--- src/rtl/i2c_target_regs.sv ---
// I2C/SCCB register target: oversamples SCL/SDA, decodes address/pointer/data
// bytes and presents a write strobe plus a pointer-addressed read port.
`timescale 1ns/1ps
module i2c_target_regs #(
    parameter logic [6:0] DEV_ADDR    = 7'h21,
    parameter int         SYNC_STAGES = 2
) (
    input  logic       clk,
    input  logic       reset,
    input  logic       scl_in,
    input  logic       sda_in,
    output logic       sda_oe,
    output logic       wr_en,
    output logic [7:0] wr_addr,
    output logic [7:0] wr_data,
    output logic [7:0] rd_addr,
    input  logic [7:0] rd_data,
    output logic       busy
);

    typedef enum logic [3:0] {
        IDLE, ADDR, ADDR_ACK, REG, REG_ACK, WDATA, WDATA_ACK, RDATA, RDATA_ACK, IGNORE
    } state_e;

    logic [SYNC_STAGES-1:0] sclSync_q, sdaSync_q;
    logic                   sclPrev_q, sdaPrev_q;
    state_e                 state_q, state_d;
    logic [3:0]             bitCnt_q, bitCnt_d;
    logic [7:0]             shift_q, shift_d;
    logic [7:0]             ptr_q, ptr_d;
    logic                   sdaOe_q, sdaOe_d;
    logic                   wrEn_q, wrEn_d;
    logic [7:0]             wrAddr_q, wrAddr_d;
    logic [7:0]             wrData_q, wrData_d;

    logic sclS, sdaS, sclRise, sclFall, startDet, stopDet, byteDone;
    logic [7:0] sampled;

    assign sclS     = sclSync_q[SYNC_STAGES-1];
    assign sdaS     = sdaSync_q[SYNC_STAGES-1];
    assign sclRise  = sclS & ~sclPrev_q;
    assign sclFall  = ~sclS & sclPrev_q;
    assign startDet = sclS & sclPrev_q & sdaPrev_q & ~sdaS;
    assign stopDet  = sclS & sclPrev_q & ~sdaPrev_q & sdaS;
    assign byteDone = sclFall && (bitCnt_q == 4'd8);
    assign sampled  = {shift_q[6:0], sdaS};

    // Synchronisers reset to the idle-bus level so reset never fakes a START.
    always_ff @(posedge clk) begin
        if (reset) begin
            sclSync_q <= '1;
            sdaSync_q <= '1;
            sclPrev_q <= 1'b1;
            sdaPrev_q <= 1'b1;
            state_q   <= IDLE;
            bitCnt_q  <= 4'd0;
            shift_q   <= 8'h00;
            ptr_q     <= 8'h00;
            sdaOe_q   <= 1'b0;
            wrEn_q    <= 1'b0;
            wrAddr_q  <= 8'h00;
            wrData_q  <= 8'h00;
        end else begin
            sclSync_q <= {sclSync_q[SYNC_STAGES-2:0], scl_in};
            sdaSync_q <= {sdaSync_q[SYNC_STAGES-2:0], sda_in};
            sclPrev_q <= sclS;
            sdaPrev_q <= sdaS;
            state_q   <= state_d;
            bitCnt_q  <= bitCnt_d;
            shift_q   <= shift_d;
            ptr_q     <= ptr_d;
            sdaOe_q   <= sdaOe_d;
            wrEn_q    <= wrEn_d;
            wrAddr_q  <= wrAddr_d;
            wrData_q  <= wrData_d;
        end
    end

    always_comb begin
        state_d  = state_q;
        bitCnt_d = bitCnt_q;
        shift_d  = shift_q;
        ptr_d    = ptr_q;
        sdaOe_d  = sdaOe_q;
        wrEn_d   = 1'b0;
        wrAddr_d = wrAddr_q;
        wrData_d = wrData_q;

        if (stopDet) begin
            state_d  = IDLE;
            bitCnt_d = 4'd0;
            sdaOe_d  = 1'b0;
        end else if (startDet) begin
            state_d  = ADDR;
            bitCnt_d = 4'd0;
            sdaOe_d  = 1'b0;
        end else begin
            case (state_q)
                ADDR, REG, WDATA: begin
                    if (sclRise && bitCnt_q != 4'd8) begin
                        shift_d  = sampled;
                        bitCnt_d = bitCnt_q + 4'd1;
                        if (state_q == WDATA && bitCnt_q == 4'd7) begin
                            wrEn_d   = 1'b1;
                            wrAddr_d = ptr_q;
                            wrData_d = sampled;
                        end
                    end else if (byteDone) begin
                        bitCnt_d = 4'd0;
                        sdaOe_d  = 1'b1;
                        if (state_q == ADDR) begin
                            if (shift_q[7:1] == DEV_ADDR) begin
                                state_d = ADDR_ACK;
                            end else begin
                                state_d = IGNORE;
                                sdaOe_d = 1'b0;
                            end
                        end else if (state_q == REG) begin
                            ptr_d   = shift_q;
                            state_d = REG_ACK;
                        end else begin
                            ptr_d   = ptr_q + 8'd1;
                            state_d = WDATA_ACK;
                        end
                    end
                end
                ADDR_ACK: begin
                    if (sclFall) begin
                        bitCnt_d = 4'd0;
                        if (shift_q[0]) begin
                            state_d = RDATA;
                            shift_d = rd_data;
                            sdaOe_d = ~rd_data[7];
                        end else begin
                            state_d = REG;
                            sdaOe_d = 1'b0;
                        end
                    end
                end
                REG_ACK, WDATA_ACK: begin
                    if (sclFall) begin
                        state_d  = WDATA;
                        bitCnt_d = 4'd0;
                        sdaOe_d  = 1'b0;
                    end
                end
                RDATA: begin
                    if (sclRise && bitCnt_q != 4'd8) begin
                        bitCnt_d = bitCnt_q + 4'd1;
                    end else if (byteDone) begin
                        state_d  = RDATA_ACK;
                        bitCnt_d = 4'd0;
                        sdaOe_d  = 1'b0;
                    end else if (sclFall) begin
                        shift_d = {shift_q[6:0], 1'b0};
                        sdaOe_d = ~shift_q[6];
                    end
                end
                RDATA_ACK: begin
                    // Pointer moves at the ACK rise so rd_data has settled by the fall.
                    if (sclRise) begin
                        if (sdaS) begin
                            state_d = IGNORE;
                        end else begin
                            ptr_d = ptr_q + 8'd1;
                        end
                    end else if (sclFall) begin
                        state_d  = RDATA;
                        bitCnt_d = 4'd0;
                        shift_d  = rd_data;
                        sdaOe_d  = ~rd_data[7];
                    end
                end
                default: ;
            endcase
        end
    end

    assign sda_oe  = sdaOe_q;
    assign wr_en   = wrEn_q;
    assign wr_addr = wrAddr_q;
    assign wr_data = wrData_q;
    assign rd_addr = ptr_q;
    assign busy    = (state_q != IDLE);

endmodule
--- config.mk ---
export PLATFORM = sky130hd
export DESIGN_NAME = i2c_target_regs
export DESIGN_NICKNAME = d
export VERILOG_FILES = /design/src/rtl/i2c_target_regs.sv
export SDC_FILE = /design/constraint.sdc
export NUM_CORES = 1
export LEC_CHECK = 0
export CORE_UTILIZATION = 45
export CTS_CLUSTER_DIAMETER = 100
export DETAILED_ROUTE_END_ITERATION = 8
export MAX_ROUTING_LAYER = met4
export PLACE_DENSITY = 0.71
export SYNTH_ARGS = -nofsm -noshare
export SYNTH_HDL_FRONTEND = slang
export SYNTH_SLANG_ARGS = --single-unit
--- constraint.sdc ---
create_clock -name clk -period 1.9 [get_ports clk]
set_input_delay 0.38 -clock clk [delete_from_list [all_inputs] [get_ports clk]]
set_output_delay 0.38 -clock clk [all_outputs]
set_load 0.01 [all_outputs]
Yosys cells after proc, flatten, opt, wreduce, memory -nomap -nowiden
Cells that the tools add are included.
{"block": "totals", "reg_bits": 48, "in_bits": 12, "out_inout_bits": 27, "wordCells": 146}
{"block": "classes", "addsub": 2, "n_eq_ne": 39, "n_mux": 50, "bitwise_logic": 17, "reduce_logical": 24}
{"cell": "$mux 8", "count": 14}
{"cell": "$mux 4", "count": 15}
{"cell": "$pmux 8 s4", "count": 1}
{"cell": "$ne 2x2->1 const B", "count": 15}
{"cell": "$ne 3x3->1 const B", "count": 9}
{"cell": "$reduce_and 9->1", "count": 3}
{"cell": "$eq 4x3->1 const B", "count": 5}
{"cell": "$pmux 4 s5", "count": 1}
{"cell": "$pmux 8 s2", "count": 1}
{"cell": "$mux 1", "count": 14}
{"cell": "$ne 4x4->1 const B", "count": 3}
{"cell": "$pmux 4 s3", "count": 1}
{"cell": "$reduce_and 11->1", "count": 1}
{"cell": "$not 1->1", "count": 10}
{"cell": "$reduce_and 10->1", "count": 1}
{"cell": "$reduce_or 3->1", "count": 3}
{"cell": "$add 8x1->8 const B", "count": 1}
{"cell": "$eq 4x2->1 const B", "count": 2}
{"cell": "$eq 4x4->1 const B", "count": 2}
{"cell": "$reduce_and 8->1", "count": 1}
{"cell": "$reduce_bool 4->1", "count": 2}
{"cell": "$and 1x1->1", "count": 7}
{"cell": "$eq 7x6->1 const B", "count": 1}
{"cell": "$reduce_bool 6->1", "count": 1}
{"cell": "other kinds (15)", "count": 18}

Longest topological paths before layout
Gate-level depths: netlist (run 1).
{"block": "depth", "ltp_word": 7, "depth_mapped": 9, "mapped_depth_nobuf": 7}

Least setup slack after synthesis (run 1)
No wires, ideal clock.
{"block": "synth_path", "path_type": "register to register", "from": "register state_q[0]", "to": "register ptr_q[0] (netlist: rd_addr[0])", "setup_time_ps": 74, "t_arrival_ps": 1863, "required_time_ps": 1826, "path_slack_ps": -38, "stages_incl_launch_ff": 8, "n_path_buf": 2, "period_less_slack_ps": 1938, "path_cell_list": "dfxtp_1 -> buf_6 -> or4b_4 -> buf_6 -> nor3_4 -> o21ai_2 -> or3_1 -> a31oi_1"}
{"block": "synth_via", "elab_chain_cells": 6, "word_cells_on_any_way": 17, "cone_classes": "9 x eq/ne; 5 x mux; 3 x reduce/logical"}
{"item": "from (decl)", "line": "27", "rtl": "state_e state_q, state_d;"}
{"item": "from (signal assigned)", "line": "68", "rtl": "state_q <= state_d;"}
{"item": "$eq 4x2->1", "line": "98, 118"}
{"item": "$mux 8", "line": "118", "rtl": "end else if (state_q == REG) begin"}
{"item": "$mux 8", "line": "111", "rtl": "if (state_q == ADDR) begin"}
{"item": "$mux 8", "line": "108", "rtl": "end else if (byteDone) begin"}
{"item": "$mux 8", "line": "100", "rtl": "if (sclRise && bitCnt_q != 4'd8) begin"}
{"item": "$pmux 8 s2", "line": "98", "rtl": "case (state_q)"}
{"item": "to (signal assigned)", "line": "71", "rtl": "ptr_q <= ptr_d;"}
{"item": "to (decl)", "line": "30", "rtl": "logic [7:0] ptr_q, ptr_d;"}
Several ways; a longest one is shown, not always the timed one. The select of a mux whose other input is x is not followed.
A chain may end at the register's enable or synchronous reset.

Final worst setup path (run 1)
{"block": "layout_path", "from": "register state_q[0]", "to": "register state_q[1]"}
{"block": "layout_via", "elab_chain_cells": 6, "word_cells_on_any_way": 25, "cone_classes": "16 x eq/ne; 5 x mux; 4 x reduce/logical"}
{"item": "$eq 4x2->1", "line": "98, 118"}
{"item": "$mux 2", "line": "118"}
{"item": "$mux 4", "line": "111"}
{"item": "$mux 4", "line": "108"}
{"item": "$mux 4", "line": "100"}
{"item": "$pmux 4 s5", "line": "98"}
Several ways; a longest one is shown, not always the timed one. The select of a mux whose other input is x is not followed.

==> results.ini, run 1 <==
[detailed_routing]
drt_iter0_markers = 170
drt_drc_violations_left = 0
pre_antenna_drt_iters = 5
routed_wire_length_per_instance_um = 16.3
via_per_inst = 5.83
vias = 2619
drt.antenna.violating_nets = 0
routed_wirelength_um = 7300

[global_route]
grt.total_usage_pct = 24.5
grt-ovfl-total = 0
maximum_number_of_pins_on_one_net_before_global_route_repair = 34
antenna_found_initial = 0
via_count_of_the_first_global_routing_pass = 2332
grt_first_pass_wirelength_um = 11400

[cells_and_area]
utilization_pct = 64.4
share_of_cells_above_drive_strength_1_pct = 25.5
area_growth_pct = 36.9
finish.net_count = 395
antenna_diodes = 0

[sta]
final.setup_skew_ns = 0.00401
timing.final.hold_violations = 0
final_period_minus_worst_setup_slack_ns = 1.86
worst_slew_pin_slew_ns = 0.369
setup-tns-final_ns = 0
holdWs_ns = 0.426
setup_violations = 0
finalMaxSlewViolations = 0
period_share_pct = 97.7
achievable-frequency_mhz = 539
rsz0062_at_grt = yes
slew-limit-headroom_pct = 75.4

[synthesis]
sequential_cell_area_fraction_in_the_yosys_report_pct = 36.6
syn_area_um2 = 2620
postSynthNetCount = 326
synth-edff-count = 0
synthCells = 308
synth_top_cells_by_count = 48 x sky130_fd_sc_hd__dfxtp_1, 31 x sky130_fd_sc_hd__nor2_1, 18 x sky130_fd_sc_hd__a21oi_1, 18 x sky130_fd_sc_hd__nand2_1, 16 x sky130_fd_sc_hd__mux2i_1
yosys-top-cells-area = sky130_fd_sc_hd__dfxtp_1 37%, sky130_fd_sc_hd__mux2i_1 6.1%, sky130_fd_sc_hd__nor2_1 4.4%, sky130_fd_sc_hd__a21oi_1 3.4%, sky130_fd_sc_hd__ha_1 2.9%
ys_warnings = 0
number_of_flip_flops_and_latches_in_the_synthesized_netlist = 48
synth_area_per_cell_um2 = 8.51
cell_with_the_most_instances_after_synthesis = sky130_fd_sc_hd__dfxtp_1
synthFlopType = sky130_fd_sc_hd__dfxtp_1
yosysTopAreaCell = sky130_fd_sc_hd__dfxtp_1
synthDistinctLibCells = 61
yosysTopAreaCellShare_pct = 36.6
async_flop_share_pct = 0

[critical_path]
critical_path_arrival_ns = 2.03
path_buf_inv = 2
cp_delay_by_family_top = simple AND/OR/NAND/NOR gates
worstSetupStartpointType = flop
critPathMaxStageDelay_ns = 0.54
crit_path_top_delay_cell = sky130_fd_sc_hd__or4b_4
critical_path.cell_chain = buf_6 > or4b_4 > buf_6 > or3_4 > a21oi_2 > a311oi_1
reg2reg_slack_ns = 0.04
cp_data_required_time_ns = 2.07
critPathMaxFanout = 6
path_class = reg2reg
cp_common_cell = sky130_fd_sc_hd__buf_6
endpoint_class_of_the_critical_path = flop

[die]
row_count = 27
die_height_um = 78.3
core_area_um2 = 5570
floorplan.initialDensity_pct = 47.0
die_width_um = 78.3
dieArea_um2 = 6140
pin_count = 39

[clock_network]
cts_buffer_depth = 2
htree_num_levels = 2
tritoncts = built
numCtsBuffers = 5
clkTransAtPathRegs_ns = 0.09
cts.sink_count = 48
clk_root_buffer_cell = sky130_fd_sc_hd__clkbuf_8
insertion_delay_ns = 0.30

[run_status]
status = completed

[power_and_ir_drop]
power_per_cell_area_nw_per_um2 = 560
post-layout-total-power_mw = 2.01
power.ir.vdd_worst_v = 0.000527
power_leakage_nw = 1.47

[placed_design]
place.detailed.hpwl_um = 5150
port-buffer-count = 38
gp_congestion = 0.913

[worst_hold_path]
worst_hold_path_type = reg2reg

[job]
max-cap-violations = 0

final timing paths:
path,start,end,cells after the start
setup / recovery,state_q[0],state_q[1],6
hold / removal,sclSync_q[0],sclSync_q[1],1
setup reg to reg,state_q[0],state_q[1],6
hold reg to reg,sclSync_q[0],sclSync_q[1],1
logic make-up after synthesis:
family | Yosys count | share of synthesized area, %
AOI/OAI and AO/OA | 82 | 22.1
xor gates and xnor gates | 6 | 2.00
adders and majority gates | 6 | 2.86
buffers and inverters | 35 | 6.20
DFF | 48 | 36.6
muxes | 16 | 6.11
and+or+nand+nor | 115 | 24.0
metal layers:
metal  global-route usage [%]  routed length, um  vias to the layer above
met4                     6.67                 76                        0
met5                        -                  0                        -
met2                     38.5               3490                       89
li1                         -                  -                     1280
met1                     32.4               3370                     1241
met3                     4.42                357                        9
sequential cells by signal, indices dropped and copies added (netlist names), 2 cells and up:
| signal | flops |
|---|---|
| bitCnt_q | 4 |
| rd_addr | 8 |
| sclSync_q | 2 |
| sdaSync_q | 2 |
| shift_q | 8 |
| state_q | 4 |
| wr_addr | 8 |
| wr_data | 8 |
per-stage QoR:
step	worst slack (ns)	cells	instance area (um2)
detailed placement	-0.0458	434	3280
floorplan	-0.0375	308	2620
global placement	0.00581	434	3280
global route	-0.0428	449	3590
CTS	0.00643	441	3450
finish	0.0434	449	3590
report_power, final:
group	internal, mW	switching [mW]
logic	0.0668	0.0729
clock network	0.518	0.337
registers	1.01	0.00591
cells in the final DEF (no fill, tap or decap), types with 3 or more instances in the layout:
master / count
sky130_fd_sc_hd__nor3_1: 10
sky130_fd_sc_hd__o21ai_0: 11
sky130_fd_sc_hd__a222oi_1: 6
sky130_fd_sc_hd__a31o_2: 3
sky130_fd_sc_hd__clkbuf_8: 5
sky130_fd_sc_hd__a21oi_1: 16
sky130_fd_sc_hd__dfxtp_1: 42
sky130_fd_sc_hd__nor3_2: 3
sky130_fd_sc_hd__nand2_1: 18
sky130_fd_sc_hd__a311oi_1: 8
sky130_fd_sc_hd__nand2b_1: 5
sky130_fd_sc_hd__xor2_1: 4
sky130_fd_sc_hd__o32ai_1: 3
sky130_fd_sc_hd__nand4_1: 4
sky130_fd_sc_hd__inv_1: 11
sky130_fd_sc_hd__nand3_1: 5
sky130_fd_sc_hd__a22oi_1: 3
sky130_fd_sc_hd__or2_2: 6
sky130_fd_sc_hd__nor2_1: 31
sky130_fd_sc_hd__nand3b_1: 7
sky130_fd_sc_hd__nor4_1: 3
sky130_fd_sc_hd__ha_1: 4
sky130_fd_sc_hd__a31oi_1: 3
sky130_fd_sc_hd__o21bai_1: 3
sky130_fd_sc_hd__buf_4: 37
sky130_fd_sc_hd__mux2i_1: 16
sky130_fd_sc_hd__clkdlybuf4s50_1: 37
sky130_fd_sc_hd__dfxtp_2: 4
sky130_fd_sc_hd__buf_6: 7
final cells by class:
cell class                 instances  area, um2
clock inverter                     2       60.1
sequential                        48        973
fill                             477       1980
multi-input combinational        225       1590
timing repair buffer              84        761
tap                               72       90.1
clock buffer                       5       68.8
inverter                          13       48.8
timing repair:
item	in CTS	in global routing
pin swaps	4	17
endpoints found under the setup margin	11	30
resized for setup	13	26
hold buffers	0	0
setup buffers	0	7
cloned	0	1
No activity file was read; power rests on OpenSTA's default activity.
==> inputs of run 2 (changes only) <==
--- a/config.mk
+++ b/config.mk
@@ -5,6 +5,7 @@
 export SDC_FILE = /design/constraint.sdc
 export NUM_CORES = 1
 export LEC_CHECK = 0
+export CAP_MARGIN = 20
 export CORE_UTILIZATION = 45
 export CTS_CLUSTER_DIAMETER = 100
 export DETAILED_ROUTE_END_ITERATION = 8
==> results of run 2 <==
The final DEF is identical to that of run 1; final timing and power are the same.
